**config.mk**
```make
export PLATFORM = sky130hd
export DESIGN_NAME = bp_fb_ctrl
export DESIGN_NICKNAME = d
export VERILOG_FILES = /design/src/rtl/bp_fb_ctrl.sv
export SDC_FILE = /design/constraint.sdc
export NUM_CORES = 1
export LEC_CHECK = 0
export ABC_AREA = 1
export BUFFER_PORTS_ARGS = -buffer_cell sky130_fd_sc_hd__buf_2
export CELL_PAD_IN_SITES_DETAIL_PLACEMENT = 1
export CELL_PAD_IN_SITES_GLOBAL_PLACEMENT = 1
export CORE_UTILIZATION = 40
export DETAILED_ROUTE_END_ITERATION = 8
export MAX_ROUTING_LAYER = met4
export PLACE_DENSITY_LB_ADDON = 0.1
export SLEW_MARGIN = 5
export SYNTH_ARGS = -nofsm -noshare
export SYNTH_HDL_FRONTEND = slang
export SYNTH_SLANG_ARGS = --single-unit
export TNS_END_PERCENT = 30
```
**constraint.sdc**
```tcl
create_clock -name clk -period 4.3 [get_ports clk]
set_clock_uncertainty 0.1 [all_clocks]
set_input_delay 1.29 -clock clk [delete_from_list [all_inputs] [get_ports clk]]
set_output_delay 1.29 -clock clk [all_outputs]
set_load 0.02 [all_outputs]
```
**src/rtl/bp_fb_ctrl.sv**
```systemverilog
// Branch-feedback controller: merges two branch-resolution sources into an in-order
// queue and retires one BHT update per enabled cycle. Optional counters: BP_FB_STAT_EN.
module bp_fb_ctrl #(
    parameter int DEPTH  = 4,
    parameter int ADDR_W = 32
) (
    input  logic              clk,
    input  logic              rst,
    input  logic              flush,
    input  logic              s0_valid,
    input  logic [ADDR_W-1:0] s0_pc,
    input  logic              s0_taken,
    input  logic              s0_mispred,
    output logic              s0_ready,
    input  logic              s1_valid,
    input  logic [ADDR_W-1:0] s1_pc,
    input  logic              s1_taken,
    input  logic              s1_mispred,
    output logic              s1_ready,
    input  logic              pd_ena,
    output logic              fb_ena,
    output logic              fb_taken_stat,
    output logic [ADDR_W-1:0] fb_pc
`ifdef BP_FB_STAT_EN
    ,
    output logic [31:0]       stat_br_cnt,
    output logic [31:0]       stat_mis_cnt
`endif
);

    localparam int PW = (DEPTH > 1) ? $clog2(DEPTH) : 1;
    localparam int CW = $clog2(DEPTH + 1);

    logic [PW-1:0]     head_q, head_d, tail_q, tail_d, s1_slot;
    logic [CW-1:0]     count_q, count_d, free;
    logic              rr_q, rr_d;
    logic [ADDR_W-1:0] pc_q [DEPTH];
    logic [ADDR_W-1:0] pc_d [DEPTH];
    logic [DEPTH-1:0]  taken_q, taken_d;
    logic              s0_acc, s1_acc, pop, contested;
    logic [1:0]        n_push, n_mis;

    always_comb begin
        free      = CW'(DEPTH) - count_q;
        contested = s0_valid && s1_valid && (free == CW'(1));
        // Single free slot with both sources asking: rr picks the winner.
        s0_ready  = !rst && !flush && (free != '0) && !(contested && rr_q);
        s1_ready  = !rst && !flush && (free != '0) && !(contested && !rr_q);
        s0_acc    = s0_valid && s0_ready;
        s1_acc    = s1_valid && s1_ready;
        n_push    = {1'b0, s0_acc} + {1'b0, s1_acc};
        n_mis     = {1'b0, s0_acc && s0_mispred} + {1'b0, s1_acc && s1_mispred};

        fb_ena        = (count_q != '0) && pd_ena && !flush;
        pop           = fb_ena;
        fb_pc         = (count_q != '0) ? pc_q[head_q] : '0;
        fb_taken_stat = (count_q != '0) ? taken_q[head_q] : 1'b0;
    end

    always_comb begin
        pc_d    = pc_q;
        taken_d = taken_q;
        s1_slot = tail_q + PW'(s0_acc);
        if (s0_acc) begin
            pc_d[tail_q]    = s0_pc;
            taken_d[tail_q] = s0_taken;
        end
        if (s1_acc) begin
            pc_d[s1_slot]    = s1_pc;
            taken_d[s1_slot] = s1_taken;
        end

        head_d  = head_q + PW'(pop);
        tail_d  = tail_q + PW'(n_push);
        count_d = count_q + CW'(n_push) - CW'(pop);
        rr_d    = (contested && (s0_acc ^ s1_acc)) ? !rr_q : rr_q;
        if (flush) begin
            head_d  = '0;
            tail_d  = '0;
            count_d = '0;
        end
    end

    always_ff @(posedge clk) begin
        if (rst) begin
            head_q  <= '0;
            tail_q  <= '0;
            count_q <= '0;
            rr_q    <= 1'b0;
        end else begin
            head_q  <= head_d;
            tail_q  <= tail_d;
            count_q <= count_d;
            rr_q    <= rr_d;
        end
    end

    // Payload needs no reset: fb_* are masked by count when the queue is empty.
    always_ff @(posedge clk) begin
        pc_q    <= pc_d;
        taken_q <= taken_d;
    end

`ifdef BP_FB_STAT_EN
    logic [31:0] stat_br_cnt_q, stat_br_cnt_d, stat_mis_cnt_q, stat_mis_cnt_d;

    always_comb begin
        stat_br_cnt_d  = stat_br_cnt_q + 32'(n_push);
        stat_mis_cnt_d = stat_mis_cnt_q + 32'(n_mis);
    end

    always_ff @(posedge clk) begin
        if (rst) begin
            stat_br_cnt_q  <= '0;
            stat_mis_cnt_q <= '0;
        end else begin
            stat_br_cnt_q  <= stat_br_cnt_d;
            stat_mis_cnt_q <= stat_mis_cnt_d;
        end
    end

    assign stat_br_cnt  = stat_br_cnt_q;
    assign stat_mis_cnt = stat_mis_cnt_q;
`else
    logic unused_mis;
    assign unused_mis = ^n_mis;
`endif

endmodule

```
Word level (Yosys, flattened, before mapping)
Index checks and enable logic that the tools add are counted.

Bits in registers: 140. Input port bits: 74. Output and inout bits: 36. Word-level logic and storage cells: 79.

$add $sub $neg: 7. Order comparisons: 10. Equal/unequal tests: 1. Mux-type cells: 23. Bitwise gates (word level): 4. Reductions and logical operators: 25.

Operators by type and width (count): 128-bit bitwise mux (2); 128-bit 2-to-1 mux (2); 32-bit 2-to-1 mux (5); 32-bit demux with 2-bit select (2); 32-bit binary-select mux with 2-bit select (1); 1-bit logical AND (17); 3-bit greater-or-equal comparator, second input constant (3); 2-bit by 3-bit < comparator with 1-bit output, second input constant (3); 2-bit NOT with 3-bit output (3); 4-bit bitwise mux (2); 4-bit 2-to-1 mux (2); 3-bit by 1-bit < comparator with 1-bit output, second input constant (2); 3-bit nonzero test (2); 1-bit logical NOT (5); 2-bit by 1-bit adder with 2-bit output (2); 1-bit demux with 2-bit select (2); 2-bit by 1-bit greater-or-equal comparator with 1-bit output, second input constant (2); 1-bit 2-to-1 mux (4); 3-bit by 2-bit adder with 3-bit output (1); 3-bit by 1-bit == test with 1-bit output, second input constant (1); 3-bit by 1-bit subtractor with 3-bit output (1); 3-bit subtractor, first input constant (1); 1-bit by 1-bit adder with 2-bit output (1); 2-bit adder (1); 3 further kinds (3).

Logic depth before layout (Yosys ltp)
Word-level depth: 15. Gate-level depth with buffers: 20. Depth with buffers taken out: 19.

Least setup slack after synthesis
No wires, ideal clock.

Kind: input-to-reg. From: in rst. To: reg count_q[2]. Setup time: 119 ps. Arrival time: 3616 ps. Data required time: 4081 ps. Setup slack: 466 ps. Cell stages on the path: 19. Buffers on the path: 2. Cell sequence: inv_2 -> nand2_2 -> nor2_4 -> buf_4 -> buf_6 -> nand2_1 -> inv_1 -> nand2_1 -> inv_1 -> ha_1 -> inv_1 -> ha_1 -> inv_1 -> ha_1 -> inv_1 -> fa_1 -> xor2_1 -> inv_1 -> nor2_1.

Word-level cells in the longest chain between the ends: 8. Elaborated cells on any way between the ends: 11. Classes of those cells: add/sub (3); reduce/logical (8).

Ends and longest elaborated chain: from (decl) (RTL line 8) `input logic rst,`; 1-bit logical NOT (RTL line 48) `s1_ready = !rst && !flush && (free != '0) && !(contested && !rr_q);`; 1-bit logical AND (3 in series) (RTL line 48); named net s1_ready (RTL line 19) `output logic s1_ready,`; 1-bit logical AND (RTL line 50) `s1_acc = s1_valid && s1_ready;`; 1-bit by 1-bit adder with 2-bit output (RTL line 51) `n_push = {1'b0, s0_acc} + {1'b0, s1_acc};`; 3-bit by 2-bit adder with 3-bit output (RTL line 75) `count_d = count_q + CW'(n_push) - CW'(pop);`; 3-bit by 1-bit subtractor with 3-bit output (RTL line 75); to (signal assigned) (RTL line 93) `count_q <= count_d;`; to (decl) (RTL line 35) `logic [CW-1:0] count_q, count_d, free;`.

The timed path passes the listed nets, and every way through them passes these cells. A chain may end at the register's enable or synchronous reset.

Worst setup path in the final report
From: reg head_q[1]. To: out fb_pc[7].

Word-level cells in the longest chain between the ends: 5.

Ends and longest elaborated chain: from (decl) (RTL line 34) `logic [PW-1:0] head_q, head_d, tail_q, tail_d, s1_slot;`; from (signal assigned) (RTL line 86) `head_q <= '0;`; from (signal assigned) (RTL line 91) `head_q <= head_d;`; 2-bit NOT with 3-bit output (implied by the code) (RTL line 56) `fb_pc = (count_q != '0) ? pc_q[head_q] : '0;`; 32-bit binary-select mux with 2-bit select (RTL line 56); 32-bit 2-to-1 mux (implied by the code) (2 in series) (RTL line 56); 32-bit 2-to-1 mux (RTL line 56); to (decl) (RTL line 23) `output logic [ADDR_W-1:0] fb_pc`.

No other way between the ends. The select of a mux whose other input is x is not followed.

==> results.yml <==
die:
  dieHeight_um: 155
  num_io_pins: 110
  core_mm2: 0.0228
  die_area_mm2: 0.0242
  die_x_um: 155
  initial_core_util: 0.412
  rows: 55
global_route:
  grt_pass1_wl_um: 54400
  overflow: 0
  grt_max_degree: 136
  grt_util_met3: 0.0331
  antenna_found_initial: 1
  busiest_layer: "met2"
  use_met2: 0.515
  grt_pass1_vias: 10600
  use_met1: 0.358
  grtUsageTotal: 0.294
synthesis:
  synth_edf_count: 0
  synthCells: 1675
  synth_cell_types: 24
  synth_area_leader_cell: "dfxtp_1"
  synth_area_leaders: "dfxtp_1 (30%), nor2_1 (27%), nand2_1 (11%), nand4_1 (9.1%), inv_1 (7.3%)"
  synth_area_per_cell_um2: 5.62
  synth_seq_area_share: 0.297
  ys.flop_type: "dfxtp_1"
  ys_warn_count: 0
  synth_most_common_cell: "nor2_1"
  syn-cell-area_mm2: 0.00942
  netlist.area_leader.share: 0.297
  synth_nets: 1759
  async_flop_share: 0
  synth_common_cells: "nor2_1 (670), nand2_1 (281), inv_1 (182)"
  ys_ff_latch: 140
sta:
  setup-tns-final_ps: 0
  max-slew-margin-rel: 0.497
  setup_viol: 0
  rsz0062_at_grt: "false"
  worst_pin_slew_ps: 754
  maxSlewViolCount: 0
  fmax_mhz: 276
  finalHoldViolCount: 0
  post-route-period-util: 0.842
  fin_crit_ps: 3620
worst_setup_path:
  crit_path_cell_trace: "inv_1, buf_4, nor2_1, o21ai_0, a21oi_1, buf_2"
  crit_path_start_kind: "flip-flop"
  cp_top_family: "buffers and inverters"
  cp_slowest_stage_delay_ps: 550
  cp.buffers_inverters: 3
  r2r-start: "count_q[0]"
  worstSetupPathType: "flip-flop to output pin"
  endpoint_kind: "output pin"
  path_max_fanout: 17
  cpMaxStageDelayCell: "inv_1"
  r2r_slack_ps: 1160
  worstPathRequired_ps: 2910
  r2r-end: "pc_q[54]"
  rr_worst_depth: 17
  arrival_ps: 2230
cts:
  h-tree-depth: 4
  clk_path_buf_depth: 2
  clkTransAtPathRegs_ps: 70
  clk_latency_ps: 430
  cts_tree: "yes"
  cts_buffers: 17
  post_cts_buffers: 0
  cts_hold_buf: 0
  clock-sinks: 140
  cts-resized-gates: 0
  cts-root-buf: "clkbuf_16"
finish:
  area_delta_synth_final_pct: 13.2
  layout.cells.non_filler: 2037
  fin_util: 0.467
  drive_above_1_share: 0.107
  nNetsFinal: 1794
  final_cell_area_mm2: 0.0107
route:
  viasPerCell: 5.11
  dr.pass1.iters: 5
  antenna_left: 0
  drtIter0Drc: 568
  wirelength_um: 33300
  routed-via-count: 10400
  drc: 0
  wl_per_cell_um: 16.3
hold_path:
  hold_end: "pc_q[12]"
  min_path_cells: 4
  min-delay-path-class: "flip-flop to flip-flop"
  min_from: "pc_q[12]"
placed_design:
  dp_hpwl_um: 19800
  gp_congestion: 0.779
  port_buffers: 107
  place_inst: 2004
  placed_area_mm2: 0.00998
pwr:
  leakage_nw: 6.46
  p_per_area_mw_per_mm2: 423
  ir_worst_vdd_mv: 0.245
run_status:
  status: "complete, no violations"
job:
  maxCapViolations: 0
-- layout by cell type (no fill, tap or decap), drive strengths merged --
master	Yosys	final
a21oi	34	34
buf	78	139
bufinv	0	6
clkbuf	45	18
clkinv	10	14
clkinvlp	0	2
dfxtp	140	140
diode	0	1
fa	1	1
ha	9	9
inv	185	187
nand2	283	283
nand3	5	5
nand4	140	140
nor2	672	672
nor3b	1	1
o21ai	68	68
xnor2	3	3
xor2	1	1
-- power breakdown --
group | switching (W) | total (W) | internal [W]
Sequential | 0.000153 | 0.00177 | 0.00162
Clock | 0.000636 | 0.00174 | 0.00111
Combinational | 0.000634 | 0.00100 | 0.000368
Total | 0.00142 | 0.00452 | 0.00309
-- worst max-delay path by stage --
stage,cells after the start,end,start
finish,6,fb_pc[7],head_q[1]
floorplan,19,count_q[2],rst
CTS,6,fb_taken_stat,head_q[0]
detailed placement,18,count_q[2],s1_valid
global route,6,fb_pc[10],head_q[1]
global placement,18,count_q[2],s1_valid
-- registers in the layout, summed over array words and instances, names as in the netlist --
| name | flops |
|---|---|
| head_q | 2 |
| rr_q | 1 |
| count_q | 3 |
| tail_q | 2 |
| taken_q | 4 |
| pc_q | 128 |
-- area by class of cell --
class	instances	area [um^2]
multi-input combinational	1217	5230
fill	3307	12200
clock inverter	14	240
sequential	140	2800
tap	313	392
clock buffer	18	439
inverter	195	732
timing repair buffer	139	828
antenna	1	2.50
-- through the flow --
| stage | setup slack (ps) | hold WS (ps) | total power [W] |
|---|---|---|---|
| detailed placement | 417 | 426 | 0.00278 |
| global placement | 493 | 416 | 0.00273 |
| global route | 547 | 482 | 0.00482 |
| CTS | 666 | 445 | 0.00454 |
| finish | 677 | 445 | 0.00452 |
| floorplan | 466 | 392 | 0.00251 |
-- kinds of logic (layout without fill, tap and decap cells) --
logic type / after synthesis / after routing / share of synthesized area
AOI/OAI and AO/OA: 102 / 102 / 0.0542
xor gates and xnor gates: 4 / 4 / 0.00372
adders and majority gates: 10 / 10 / 0.0141
buffers and inverters: 318 / 366 / 0.148
DFF: 140 / 140 / 0.297
other: 0 / 1 / 0
and+or+nand+nor: 1101 / 1101 / 0.482
-- metal layers --
| metal | wire length [um] | vias to the layer above |
|---|---|---|
| li1 | - | 5212 |
| met1 | 15100 | 4997 |
| met2 | 16700 | 167 |
| met3 | 1040 | 36 |
| met4 | 431 | 0 |
| met5 | 0 | - |
-- worst register-to-register path, cell delays in order (launching register included) --
cell     delay [ps]
dfxtp_1         370
nor2_1           80
ha_1            270
nand2_1          50
inv_1           140
nand3_4         110
nand3_1         110
inv_1           100
ha_1            230
inv_1            80
nand2_1          60
nand2_1          80
nor2_1           60
nand4_1          80
buf_4           610
nand2_1         200
nor2_1          230
nor2_1           80
(Power assumes the default switching activity.)
